==> config.mk <==
export PLATFORM = sky130hd
export DESIGN_NAME = mem_access_ctrl
export DESIGN_NICKNAME = d
export VERILOG_FILES = /design/src/rtl/mem_access_ctrl.sv
export SDC_FILE = /design/constraint.sdc
export NUM_CORES = 1
export LEC_CHECK = 0
export CAP_MARGIN = 40
export CORE_ASPECT_RATIO = 0.6
export CORE_MARGIN = 4
export CORE_UTILIZATION = 40
export CTS_CLUSTER_SIZE = 40
export DETAILED_ROUTE_END_ITERATION = 8
export HOLD_SLACK_MARGIN = 0.12
export PLACE_DENSITY = 0.78
export SETUP_SLACK_MARGIN = 0.15
export SLEW_MARGIN = 20
export SYNTH_ARGS = -nofsm -noshare
export SYNTH_HDL_FRONTEND = slang
export SYNTH_SLANG_ARGS = --single-unit
==> constraint.sdc <==
create_clock -name clk -period 2.5 [get_ports clk]
set_clock_uncertainty 0.15 [all_clocks]
set_input_delay 0.375 -clock clk [delete_from_list [all_inputs] [get_ports clk]]
set_output_delay 0.375 -clock clk [all_outputs]
set_load 0.05 [all_outputs]
==> src/rtl/mem_access_ctrl.sv <==
// Sequencer between the CPU load/store path and the ram512x8 data memory.
// Optional alignment fault checking is enabled by defining MEMCTL_ALIGN_CHECK_EN.
module mem_access_ctrl #(
  parameter int TIMEOUT_CYCLES = 16
) (
  input  logic        clk,
  input  logic        reset,
  input  logic        req,
  input  logic        ld,
  input  logic [1:0]  size,
  input  logic        sgn,
  input  logic [8:0]  addr,
  input  logic [31:0] wdata,
  output logic [31:0] rdata,
  output logic        done,
  output logic        err,
  output logic        busy,
  output logic        ram_en,
  output logic [1:0]  ram_rw,
  output logic [8:0]  ram_adr,
  output logic [31:0] ram_data,
  output logic [1:0]  ram_dataSize,
  output logic [1:0]  ram_dataPlace,
  input  logic [31:0] ram_out,
  input  logic        ram_finished
);

  localparam logic [1:0] S_IDLE  = 2'd0;
  localparam logic [1:0] S_ISSUE = 2'd1;
  localparam logic [1:0] S_WAIT  = 2'd2;
  localparam logic [1:0] S_RESP  = 2'd3;

  localparam int CNT_W = (TIMEOUT_CYCLES > 1) ? $clog2(TIMEOUT_CYCLES) : 1;
  localparam logic [CNT_W-1:0] CNT_LOAD = CNT_W'(TIMEOUT_CYCLES - 1);

  logic [1:0]       state_q, state_d;
  logic [CNT_W-1:0] cnt_q, cnt_d;
  logic             ld_q, ld_d;
  logic [1:0]       size_q, size_d;
  logic             sgn_q, sgn_d;
  logic [31:0]      rdata_q, rdata_d;
  logic             done_q, done_d;
  logic             err_q, err_d;
  logic             busy_q, busy_d;
  logic             ram_en_q, ram_en_d;
  logic [1:0]       ram_rw_q, ram_rw_d;
  logic [8:0]       ram_adr_q, ram_adr_d;
  logic [31:0]      ram_data_q, ram_data_d;
  logic [1:0]       ram_size_q, ram_size_d;
  logic [1:0]       ram_place_q, ram_place_d;
  logic             misalign;

`ifdef MEMCTL_ALIGN_CHECK_EN
  assign misalign = ((size == 2'b01) && addr[0]) ||
                    ((size == 2'b10) && (addr[1:0] != 2'b00));
`else
  assign misalign = 1'b0;
`endif

  function automatic logic [31:0] mask_to_size(input logic [1:0] sz, input logic [31:0] d);
    case (sz)
      2'b00:   return {24'h0, d[7:0]};
      2'b01:   return {16'h0, d[15:0]};
      default: return d;
    endcase
  endfunction

  function automatic logic [31:0] extend_load(input logic [1:0] sz, input logic s,
                                              input logic [31:0] d);
    case (sz)
      2'b00:   return {{24{s & d[7]}}, d[7:0]};
      2'b01:   return {{16{s & d[15]}}, d[15:0]};
      default: return d;
    endcase
  endfunction

  always_comb begin
    // NOTE: every next-state signal gets its hold value first so no path leaves one unassigned (no latches).
    state_d     = state_q;
    cnt_d       = cnt_q;
    ld_d        = ld_q;
    size_d      = size_q;
    sgn_d       = sgn_q;
    rdata_d     = rdata_q;
    done_d      = 1'b0;
    err_d       = 1'b0;
    ram_en_d    = ram_en_q;
    ram_rw_d    = ram_rw_q;
    ram_adr_d   = ram_adr_q;
    ram_data_d  = ram_data_q;
    ram_size_d  = ram_size_q;
    ram_place_d = ram_place_q;

    case (state_q)
      S_IDLE: begin
        if (req) begin
          ld_d   = ld;
          size_d = size;
          sgn_d  = sgn;
          if ((size == 2'b11) || misalign) begin
            // Rejected requests never touch the RAM fields.
            state_d = S_RESP;
            done_d  = 1'b1;
            err_d   = 1'b1;
            rdata_d = 32'h0;
          end else begin
            state_d     = S_ISSUE;
            ram_en_d    = 1'b1;
            ram_rw_d    = {1'b0, ld};
            ram_adr_d   = {addr[8:2], 2'b00};
            ram_data_d  = mask_to_size(size, wdata);
            ram_size_d  = size;
            ram_place_d = addr[1:0];
          end
        end
      end
      S_ISSUE: begin
        cnt_d   = CNT_LOAD;
        state_d = S_WAIT;
      end
      S_WAIT: begin
        // A completion on the last allowed cycle still counts as success.
        if (ram_finished) begin
          state_d  = S_RESP;
          ram_en_d = 1'b0;
          done_d   = 1'b1;
          rdata_d  = ld_q ? extend_load(size_q, sgn_q, ram_out) : 32'h0;
        end else if (cnt_q == '0) begin
          state_d  = S_RESP;
          ram_en_d = 1'b0;
          done_d   = 1'b1;
          err_d    = 1'b1;
          rdata_d  = 32'h0;
        end else begin
          cnt_d = cnt_q - 1'b1;
        end
      end
      default: begin
        state_d = S_IDLE;
      end
    endcase

    busy_d = (state_d != S_IDLE);
  end

  always_ff @(posedge clk) begin
    // NOTE: state registers use non-blocking assignment so all flops update together at the edge.
    if (reset) begin
      state_q     <= S_IDLE;
      cnt_q       <= '0;
      ld_q        <= 1'b0;
      size_q      <= 2'b00;
      sgn_q       <= 1'b0;
      rdata_q     <= 32'h0;
      done_q      <= 1'b0;
      err_q       <= 1'b0;
      busy_q      <= 1'b0;
      ram_en_q    <= 1'b0;
      ram_rw_q    <= 2'd1;
      ram_adr_q   <= 9'h0;
      ram_data_q  <= 32'h0;
      ram_size_q  <= 2'b00;
      ram_place_q <= 2'b00;
    end else begin
      state_q     <= state_d;
      cnt_q       <= cnt_d;
      ld_q        <= ld_d;
      size_q      <= size_d;
      sgn_q       <= sgn_d;
      rdata_q     <= rdata_d;
      done_q      <= done_d;
      err_q       <= err_d;
      busy_q      <= busy_d;
      ram_en_q    <= ram_en_d;
      ram_rw_q    <= ram_rw_d;
      ram_adr_q   <= ram_adr_d;
      ram_data_q  <= ram_data_d;
      ram_size_q  <= ram_size_d;
      ram_place_q <= ram_place_d;
    end
  end

  assign rdata         = rdata_q;
  assign done          = done_q;
  assign err           = err_q;
  assign busy          = busy_q;
  assign ram_en        = ram_en_q;
  assign ram_rw        = ram_rw_q;
  assign ram_adr       = ram_adr_q;
  assign ram_data      = ram_data_q;
  assign ram_dataSize  = ram_size_q;
  assign ram_dataPlace = ram_place_q;

endmodule

==> summary.txt <==
STA
--------------------------------------------------------------------------------------
Max-slew headroom at the worst pin                                              0.5822
Unrepaired setup endpoints after global routing                                  false
Slew at the pin with the worst max-slew slack                                0.6238 ns
Timing-limited maximum frequency                                            0.4844 GHz
Share of the clock period used by the worst path                                0.8258
Final sum of negative setup slack                                                 0 ns
Final Hold Violating Endpoints                                                       0
Final worst path period need                                                  2.064 ns
Final Max Tran Viols                                                                 0
Final setup viols                                                                    0
Worst hold-check slack                                                       0.3005 ns

GRT
--------------------------------------------------------------------------------------
Aggregate global-route resource usage                                           0.1979
Initial antenna violation count                                                      0
Global-route wire length before repair                                        16.48 mm
Maximum number of pins on one net before global-route repair                        29
Vias in the first global route                                                   3,290
Leftover overflow at the end of global routing                                       0

SETUP PATH
--------------------------------------------------------------------------------------
Dominant delay contributor by cell family on the critical path            buffers and inverters
R2R Path End                                                                 rdata[12]
Worst setup path class                                                    register to output pin
Worst reg2reg path depth                                                             7
Type of destination of the critical path                                    output pin
Critical-path cell list                                                   clkdlybuf4s50_1
Maximum fanout along the worst path                                                  2
Setup slack of the most critical reg-to-reg path                               0.46 ns
Required time at the worst-slack endpoint                                      1.98 ns
Endpoint arrival time on the critical path                                     1.54 ns
Cell with the largest stage delay on the worst path                       sky130_fd_sc_hd__clkdlybuf4s50_1
Worst setup path start                                                       rdata[31]
Launch point of the worst reg-to-reg path                                   state_q[0]
Max stage delay on crit path                                                   0.84 ns
CP Buf/Inv Count                                                                     1
Nature of the critical path startpoint                                        register

CLOCKING
--------------------------------------------------------------------------------------
Post-CTS Hold Fix Bufs                                                               0
Total number of H-tree levels                                                        3
Number of sinks on the clock net                                                    90
CTS clk-pin slew, worst paths                                                  0.06 ns
CTS tree                                                                         built
Clk Latency, worst-skew pair                                                   0.33 ns
Num CTS Buffers                                                                      9
Post-cts repair resize count                                                         0
Longest Clk Path Bufs                                                                2
CTS Root Cell                                                             sky130_fd_sc_hd__clkbuf_16
Post-CTS Setup Inserts                                                               0

HOLD PATH
--------------------------------------------------------------------------------------
Worst hold path class                                                     register to register
Worst min-delay path startpoint                                           ram_data[11]
Sink of the worst hold path                                               ram_data[11]
Hold Crit Depth                                                                      2

SYNTH
--------------------------------------------------------------------------------------
Sequential cell area fraction in the yosys report                               0.4978
Share of the synthesized area in the top cell type                              0.4978
Top area cells in the synthesized netlist                                 sky130_fd_sc_hd__dfxtp_1, sky130_fd_sc_hd__nand2_1, sky130_fd_sc_hd__a21oi_1
Synthesized instance count                                                         402
Register bit count reported by yosys                                                90
Share of synthesized cell area in and, or, nand and nor gates                   0.1994
Count of flip-flops with a built-in enable after synthesis                           0
Dominant register cell in the synthesized netlist                         sky130_fd_sc_hd__dfxtp_1
Post-Syn Area per Cell                                                       9.004 um2
Share of flip-flops with an asynchronous set or reset after synthesis                0
Number of distinct standard cells referenced by the synthesized netlist             42
Top cell type by total area after synthesis                               sky130_fd_sc_hd__dfxtp_1
Count of yosys warnings during synthesis                                             0
Synth Area in Compound Gates                                                    0.2316
Total standard cell area after synthesis                                  0.003620 mm2
Synthesized-area fraction occupied by adder cells                              0.01728
Share of synthesized area spent on multiplexers                               0.006222
Combinational family with the most area after synthesis                   compound AO/OA/AOI/OAI gates
Synth Area in XOR/XNOR                                                               0

FLOORPLAN
--------------------------------------------------------------------------------------
Vertical die dimension                                                        81.69 um
Number of cell rows                                                                 26
Horizontal extent of the die                                                  130.8 um
Initial Util                                                                    0.4183
Number of top-level pins                                                           164
Core ar.                                                                  0.008653 mm2
Total die area                                                             0.01069 mm2

ROUTING
--------------------------------------------------------------------------------------
DRC violation total after the first TritonRoute iteration                          177
Wire per inst                                                                 15.79 um
Total wirelength of the detailed-routed design                                10.66 mm
Number of nets with antenna violations after routing                                 0
Post-route DRC                                                                       0
Number of detailed-routing iterations run before antenna repair                      4
Vias per std cell                                                                5.101
Total number of vias                                                             3,443

FINISH
--------------------------------------------------------------------------------------
Area growth from synthesis to final layout                                      54.68%
Number of nets in the finished design                                              643
Final Cell Area                                                           0.005599 mm2
Share of post-route cells with drive strength above 1                          0.09075
Share of the core filled with cells in the final layout                         0.6471

PLACED DESIGN
--------------------------------------------------------------------------------------
Number of I/O port buffers                                                         160
Global placement routability congestion                                         0.7684
HPWL reported at the end of detailed placement                                7.798 mm
Placement Cell Area                                                       0.005311 mm2

JOB
--------------------------------------------------------------------------------------
# Max-Cap Violations                                                                 0

RUN STATUS
--------------------------------------------------------------------------------------
Outcome                                                                      completed

POWER
--------------------------------------------------------------------------------------
Power per Cell Area                                                       846.2 mW/mm2
Leakage                                                                       1.974 nW
Maximum VDD drop                                                              423.3 uV

## cells by family (layout without fill, tap and decap cells)
kind of cell,Yosys count,count (layout)
compound gates,115,115
fa+ha+maj,5,5
buf+inv,36,194
flops,90,90
mux,2,2
other cells,1,4
simple gates,153,153
## report_power, final
part	internal [W]	total, W	switching (W)
Sequential	0.00160	0.00173	0.000129
Combinational	0.000662	0.00173	0.00107
Clock	0.000757	0.00128	0.000522
## synthesized netlist by cell type (2+ instances only)
master,instances
sky130_fd_sc_hd__nor3b_4,2
sky130_fd_sc_hd__buf_2,6
sky130_fd_sc_hd__o2bb2ai_1,6
sky130_fd_sc_hd__a21oi_1,51
sky130_fd_sc_hd__clkbuf_1,15
sky130_fd_sc_hd__buf_1,4
sky130_fd_sc_hd__a22oi_1,16
sky130_fd_sc_hd__nand2_1,74
sky130_fd_sc_hd__buf_4,5
sky130_fd_sc_hd__a211o_1,8
sky130_fd_sc_hd__nor2b_1,17
sky130_fd_sc_hd__inv_1,5
sky130_fd_sc_hd__nor3_1,3
sky130_fd_sc_hd__nor2_1,25
sky130_fd_sc_hd__or2_2,2
sky130_fd_sc_hd__a211oi_1,2
sky130_fd_sc_hd__nand2b_1,3
sky130_fd_sc_hd__mux2_2,2
sky130_fd_sc_hd__o2bb2ai_2,11
sky130_fd_sc_hd__nand3_1,18
sky130_fd_sc_hd__o21ai_0,13
sky130_fd_sc_hd__ha_1,5
sky130_fd_sc_hd__dfxtp_1,90
## placed cells by master, fill, tap and decap left out, drive strengths merged
master         instances
a21oi                 52
nor3                   3
nand4                  1
a22oi                 16
o21bai                 1
nand2                 75
nor2                  26
nor4                   1
a2bb2oi                1
ha                     5
and3                   1
a211o                  8
inv                    5
a211oi                 2
a311oi                 1
o21ai                 13
o211ai                 1
a221oi                 1
conb                   3
a31oi                  1
nand2b                 3
clkbuf                15
clkdlybuf4s50        159
nand3b                 1
a21boi                 1
or2                    2
dfxtp                 90
nand4b                 1
mux2                   2
and2                   1
buf                   14
nor3b                  2
clkinvlp               1
o2bb2ai               17
nor2b                 17
diode                  1
nand3                 19
## through the flow
| stage | worst slack [ns] | instances | total power (W) |
|---|---|---|---|
| after CTS | 0.4155 | 674 | 0.004789 |
| final | 0.4356 | 675 | 0.004738 |
| after floorplan | 0.6119 | 404 | 0.002925 |
| after global placement | 0.3247 | 658 | 0.003445 |
| after global routing | 0.2892 | 674 | 0.005001 |
| after detailed placement | 0.2616 | 658 | 0.003491 |
## per-layer routing
metal,global-route usage,wire length (um),vias up
met3,0.1014,1195,8
met4,0.06263,114,0
met5,0,0,-
met2,0.2960,4551,143
li1,-,-,1701
met1,0.2488,4796,1591
## area by class of cell
type	count	area [um2]
diodes	1	2.502
clock buffers	15	277.8
clock inverters	1	7.507
fillers	693	3054
inverters	5	18.77
multi-input cells	278	1657
flip-flops and latches	90	1802
well taps	112	140.1
repair buffers	173	1694
## how the worst max path moves through the flow
stage / end / slack, ns / cells past startpoint
after floorplan: rdata[16] / 0.61 / 7
after global placement: rdata[15] / 0.32 / 6
after detailed placement: rdata[12] / 0.26 / 6
after CTS: rdata[31] / 0.42 / 1
after global routing: cnt_q[1] / 0.29 / 6
final: rdata[31] / 0.44 / 1
## state kept, by name (all words and copies together), names as in the netlist
signal         cells
ram_rw             1
cnt_q              4
rdata             32
sgn_q              1
done               1
ram_adr            7
ld_q               1
state_q            2
err                1
busy               1
ram_data          32
ram_dataPlace      2
ram_dataSize       2
ram_en             1
size_q             2
## worst min-delay path: stages, from the launching register on
cell,delay (ns)
sky130_fd_sc_hd__dfxtp_1,0.31
sky130_fd_sc_hd__nand2_1,0.05
sky130_fd_sc_hd__a21oi_1,0.05
Note: power is estimated with default switching activity, not from simulation.
